[src/rtl/lsu_pkg.sv]
// Shared encodings for the load/store unit: funct3 codes, FSM states,
// byte-enable base patterns and the legality/alignment check.
package lsu_pkg;

  typedef enum logic [2:0] {
    S_IDLE,
    S_REQ,
    S_WAIT,
    S_DONE,
    S_ERR
  } lsu_state_e;

  localparam logic [2:0] F3_LB  = 3'b000;
  localparam logic [2:0] F3_LH  = 3'b001;
  localparam logic [2:0] F3_LW  = 3'b010;
  localparam logic [2:0] F3_LBU = 3'b100;
  localparam logic [2:0] F3_LHU = 3'b101;

  // Access size lives in funct3[1:0] for both loads and stores
  localparam logic [1:0] SZ_BYTE = 2'b00;
  localparam logic [1:0] SZ_HALF = 2'b01;
  localparam logic [1:0] SZ_WORD = 2'b10;

  localparam logic [3:0] BE_BYTE = 4'b0001;
  localparam logic [3:0] BE_HALF = 4'b0011;
  localparam logic [3:0] BE_WORD = 4'b1111;

  function automatic logic access_ok(input logic       we,
                                     input logic [2:0] funct3,
                                     input logic [1:0] addr_lo);
    logic legal;
    logic aligned;
    legal = !(funct3 inside {3'b011, 3'b110, 3'b111}) &&
            !((funct3 == F3_LBU) && we);
    case (funct3[1:0])
      SZ_HALF: aligned = !addr_lo[0];
      SZ_WORD: aligned = (addr_lo == 2'b00);
      default: aligned = 1'b1;
    endcase
    return legal && aligned;
  endfunction

endpackage

[src/rtl/load_align.sv]
// Extracts the addressed byte/halfword from a bus word and sign- or
// zero-extends it according to funct3.
import lsu_pkg::*;

module load_align (
  input  logic [2:0]  funct3,
  input  logic [1:0]  addr_lo,
  input  logic [31:0] word,
  output logic [31:0] data
);

  logic signed [7:0]  byte_s;
  logic signed [15:0] half_s;

  always_comb begin
    byte_s = word[{addr_lo, 3'b000} +: 8];
    half_s = word[{addr_lo[1], 4'b0000} +: 16];
    case (funct3)
      F3_LB:   data = 32'(byte_s);
      F3_LH:   data = 32'(half_s);
      F3_LBU:  data = {24'd0, byte_s};
      F3_LHU:  data = {16'd0, half_s};
      default: data = word;
    endcase
  end

endmodule

[src/rtl/load_store_unit.sv]
// Multi-cycle load/store unit: one outstanding access on a simple
// valid/ready request bus with a separate read-return strobe.
import lsu_pkg::*;

module load_store_unit #(
  parameter int TIMEOUT = 255
) (
  input  logic        clk,
  input  logic        reset,
  input  logic        req_valid,
  input  logic        req_we,
  input  logic [2:0]  req_funct3,
  input  logic [31:0] req_addr,
  input  logic [31:0] req_wdata,
  output logic        stall,
  output logic        done,
  output logic        fault,
  output logic [31:0] rdata,
  output logic        bus_valid,
  output logic        bus_we,
  output logic [31:0] bus_addr,
  output logic [31:0] bus_wdata,
  output logic [3:0]  bus_be,
  input  logic        bus_ready,
  input  logic        bus_rvalid,
  input  logic [31:0] bus_rdata
);

  localparam int CNT_W = $clog2(TIMEOUT + 1);
  localparam logic [CNT_W-1:0] CNT_LAST = CNT_W'(TIMEOUT - 1);

  lsu_state_e       state, state_n;
  logic [CNT_W-1:0] cnt;
  logic             we_q;
  logic [2:0]       f3_q;
  logic [31:0]      addr_q;
  logic [31:0]      wdata_q;
  logic [31:0]      rdata_q;
  logic [31:0]      load_data;
  logic [3:0]       be_q;
  logic             timed_out;
  logic             active;

  load_align u_align (
    .funct3  (f3_q),
    .addr_lo (addr_q[1:0]),
    .word    (bus_rdata),
    .data    (load_data)
  );

  assign timed_out = (cnt == CNT_LAST);
  assign active    = !reset;
  assign rdata     = rdata_q;

  always_ff @(posedge clk) begin
    if (reset) begin
      state   <= S_IDLE;
      cnt     <= '0;
      rdata_q <= '0;
    end else begin
      state <= state_n;
      // Counter is held at zero in IDLE so every access starts from 0
      if (state == S_IDLE)
        cnt <= '0;
      else if (state == S_REQ || state == S_WAIT)
        cnt <= cnt + 1'b1;
      if (state == S_WAIT && bus_rvalid)
        rdata_q <= load_data;
    end
  end

  // Request capture: data-only registers, no reset needed
  always_ff @(posedge clk) begin
    if (state == S_IDLE && req_valid) begin
      we_q    <= req_we;
      f3_q    <= req_funct3;
      addr_q  <= req_addr;
      wdata_q <= req_wdata;
    end
  end

  always_comb begin
    case (f3_q[1:0])
      SZ_BYTE: be_q = BE_BYTE << addr_q[1:0];
      SZ_HALF: be_q = BE_HALF << {addr_q[1], 1'b0};
      default: be_q = BE_WORD;
    endcase
  end

  always_comb begin
    state_n = state;
    case (state)
      S_IDLE:
        if (req_valid)
          state_n = access_ok(req_we, req_funct3, req_addr[1:0]) ? S_REQ : S_ERR;
      S_REQ:
        if (bus_ready)
          state_n = we_q ? S_DONE : S_WAIT;
        else if (timed_out)
          state_n = S_ERR;
      S_WAIT:
        if (bus_rvalid)
          state_n = S_DONE;
        else if (timed_out)
          state_n = S_ERR;
      S_DONE:  state_n = S_IDLE;
      S_ERR:   state_n = S_IDLE;
      default: state_n = S_IDLE;
    endcase

    // Reset masks every control output in the cycle it is asserted
    stall     = active && ((state == S_IDLE && req_valid) ||
                           state == S_REQ || state == S_WAIT);
    done      = active && (state == S_DONE || state == S_ERR);
    fault     = active && (state == S_ERR);
    bus_valid = active && (state == S_REQ);
    bus_we    = bus_valid && we_q;
    bus_be    = bus_valid ? be_q : 4'b0000;
    bus_addr  = {addr_q[31:2], 2'b00};
    case (f3_q[1:0])
      SZ_BYTE: bus_wdata = {4{wdata_q[7:0]}};
      SZ_HALF: bus_wdata = {2{wdata_q[15:0]}};
      default: bus_wdata = wdata_q;
    endcase
  end

endmodule
[config.mk]
export PLATFORM = sky130hd
export DESIGN_NAME = load_store_unit
export DESIGN_NICKNAME = d
export VERILOG_FILES = /design/src/rtl/lsu_pkg.sv /design/src/rtl/load_align.sv /design/src/rtl/load_store_unit.sv
export SDC_FILE = /design/constraint.sdc
export NUM_CORES = 1
export LEC_CHECK = 0
export CAP_MARGIN = 20
export CORE_MARGIN = 4
export CORE_UTILIZATION = 25
export CTS_CLUSTER_DIAMETER = 40
export DETAILED_ROUTE_END_ITERATION = 8
export GPL_TIMING_DRIVEN = 0
export PLACE_DENSITY = 0.62
export SYNTH_ARGS = -nofsm -noshare
export SYNTH_HDL_FRONTEND = slang
export SYNTH_SLANG_ARGS = --single-unit
[constraint.sdc]
create_clock -name clk -period 2.6 [get_ports clk]
set_input_delay 0.52 -clock clk [delete_from_list [all_inputs] [get_ports clk]]
set_output_delay 0.52 -clock clk [all_outputs]
set_load 0.005 [all_outputs]
==> out/results.ini <==
[grt]
grt_pass1_wl_mm = 23.7
grt_start_max_net_pins = 49
grt_usage = 0.137
global_route_total_overflow = 0
antenna_violations_before_repair = 3
first_global_vias = 4188

[synth]
yosysWarningCount = 0
synth_largest_type_area_fraction = 0.398
syn-cell-area_sq_um = 5140
netlist_instances = 447
yosys-top-cells-area = edfxtp_1, dfxtp_1, buf_4
synth.cells.most_frequent = edfxtp_1, nand2_1, buf_4, dfxtp_1, nor2_1
synth.yosys.seq_area_share = 0.565
yosys.area.top_type = edfxtp_1
syn-mean-instance-area_sq_um = 11.5
synth_top_flop_cell = edfxtp_1
synthArstFlopShare = 0
synth_edf_count = 68
synth.ff_latch_count = 111
most_numerous_cell_in_the_yosys_netlist = edfxtp_1
synth.lib_cells_used.distinct = 49

[worst_setup_path]
critPathLaunchType = input pin
cell_occurring_most_often_along_the_worst_timing_path = clkdlybuf4s50_1
worst-endpoint-arrival_ns = 2.00
cpLargestDelayFamily = buffers and inverters
regToRegSetupSlack_ns = 0.65
critical_path.slowest_cell = clkdlybuf4s50_1
setup.worst_path.class = input pin to primary output
cpPeakStageDelay_ns = 0.49
critical_path_required_ns = 2.08
cp_max_fo = 4
critical_path.cell_chain = clkdlybuf4s50_1 > nor3_1 > or3_4 > inv_1 > clkdlybuf4s50_1
worstPathBufferInverterCount = 3
crit_path_end_kind = primary output

[clock_network]
cts.sink_count = 111
tritoncts_clock_tree = done
clk-insertion-delay-late_ns = 0.36
numCtsBuffers = 9
cts-htree-levels = 3
cts_root_buffer = clkbuf_16
clkTransAtPathRegs_ns = 0.08
cts-root-to-sink-buffers = 2
cts.hold.buffers_added = 0

[detailed_routing]
routed_wl_mm = 16.2
via_per_inst = 4.46
drc = 0
drt_first_pass_iters = 4
post_drt_wl_per_cell_um = 17.1
vias = 4219
drt_iter0_markers = 149
final_antenna_net_count = 0

[place]
detailedPlacementHpwl_mm = 12.5
port_buffers = 207
numPlacedInstances = 926
dpl-instance-area_sq_um = 7580
globalplace.congestion = 0.805

[floorplan]
placement_rows = 52
io_pins = 210
floorplan.die.height_um = 151
fp.dieArea_sq_um = 22900
initial_utilization = 0.254
core-area_sq_um = 20200
floorplan.die.width_um = 151

[timing]
maxSlewViolCount = 0
worstMarginPinSlew_ns = 0.678
report.final.hold_viol_count = 0
finClkSkew_ns = 0.0129
fmaxAchievable_ghz = 0.397
finalCritPeriodShare = 0.969
finalSetupViolations = 0
timing.final.crit_period_ns = 2.52
timing.hold.ws_ns = 0.457
relSlewSlack = 0.548

[layout]
fin_area_sq_um = 7990
finalNetCount = 781
fill_cell_instance_count_of_the_final_layout = 1983
antenna_cells_inserted = 0
instances_no_fill = 945
area_growth_syn_to_layout_pct = 55.6
post_route_cells_drive_above_1_share = 0.167

[pwr]
p_leak_nw = 2.89
power_per_cell_area_nw_per_um2 = 541
irDropWorstVdd_v = 0.000289

[run]
max_capacitance_violation_total = 0

[outcome]
result_of_the_run = completed

[min_path]
hold_class = flip-flop to flip-flop

==> cell type report <==
| class | instances | area (sq um) | share of cell area |
|---|---|---|---|
| clock inverters | 7 | 73.8 | 0.00924 |
| flip-flops and latches | 111 | 2900 | 0.363 |
| well taps | 270 | 338 | 0.0423 |
| multi-input cells | 262 | 1790 | 0.224 |
| plain buffers | 65 | 469 | 0.0587 |
| inverters | 9 | 37.5 | 0.00470 |
| repair buffers | 212 | 2150 | 0.269 |
| clock buffers | 9 | 225 | 0.0282 |
==> logic make-up (layout without fill, tap and decap cells) <==
logic type      count (synthesis)  in the layout  share of synthesized area
compound gates                 84             84                      0.115
xor+xnor                        6              6                     0.0117
fa+ha+maj                       6              6                     0.0146
buf+inv                        75            302                     0.0911
flops                         111            111                      0.565
mux                            34             34                     0.0782
other cells                     1              2                   0.000730
simple gates                  130            130                      0.123
==> worst register-to-register path, stage by stage, from the launching register on <==
cell      delay (ns)
dfxtp_1         0.36
clkbuf_2        0.21
nor3_1          0.33
and2_4          0.40
buf_16          0.28
==> metrics by stage <==
step	utilization	total power [mW]	TNS, ns	setup WS (ns)
after floorplan	-	2.42	0	0.532
after global placement	0.373	2.93	-13.79	-0.570
after detailed placement	0.375	2.94	-4.00	-0.557
after CTS	0.392	4.39	0	0.00718
after global routing	0.395	4.54	-0.000667	-0.000667
final	0.395	4.33	0	0.0795
==> worst paths after layout <==
path / end / startpoint / cells past startpoint
max: stall / req_valid / 5
min: rdata[9] / rdata[9] / 2
max reg2reg: wdata_q[4] / state[2] / 4
min reg2reg: rdata[9] / rdata[9] / 2
==> repair_timing <==
item                       in CTS  in global routing
buffers inserted                1                  2
gates cloned                    0                  1
resized for setup              18                 18
pin swaps                       1                  0
setup endpoints to repair      33                 30
==> cell usage in the layout, fill, tap and decap left out, types with 9 or more instances in the layout <==
cell,synthesis,routed
clkdlybuf4s50_1,0,201
edfxtp_1,68,68
buf_4,43,48
nand2_1,45,45
dfxtp_1,43,42
nor2_1,36,34
a21oi_1,25,25
mux2_2,16,16
mux2i_1,15,15
a211oi_1,15,15
o21ai_0,10,10
or3_1,12,10
clkbuf_16,0,9
==> registers in the layout, summed over array words and instances (netlist names) <==
signal and count:
state 3, addr_q 32, wdata_q 32, rdata 32, f3_q 3, we_q 1, cnt 8
==> power by group <==
group	internal [mW]	total, mW	leakage, nW	switching [mW]
Sequential	1.99	2.04	1.00	0.0470
Clock	0.685	1.41	0.147	0.728
Combinational	0.518	0.873	1.74	0.356
Total	3.20	4.33	2.89	1.13
==> routing by layer <==
metal	routed length, um	track usage	share of wire
met5	37	0	0.0023
met3	2110	0.0691	0.13
met4	156	0.0313	0.0096
met2	7430	0.223	0.46
met1	6460	0.163	0.40
(Power assumes the default switching activity.)
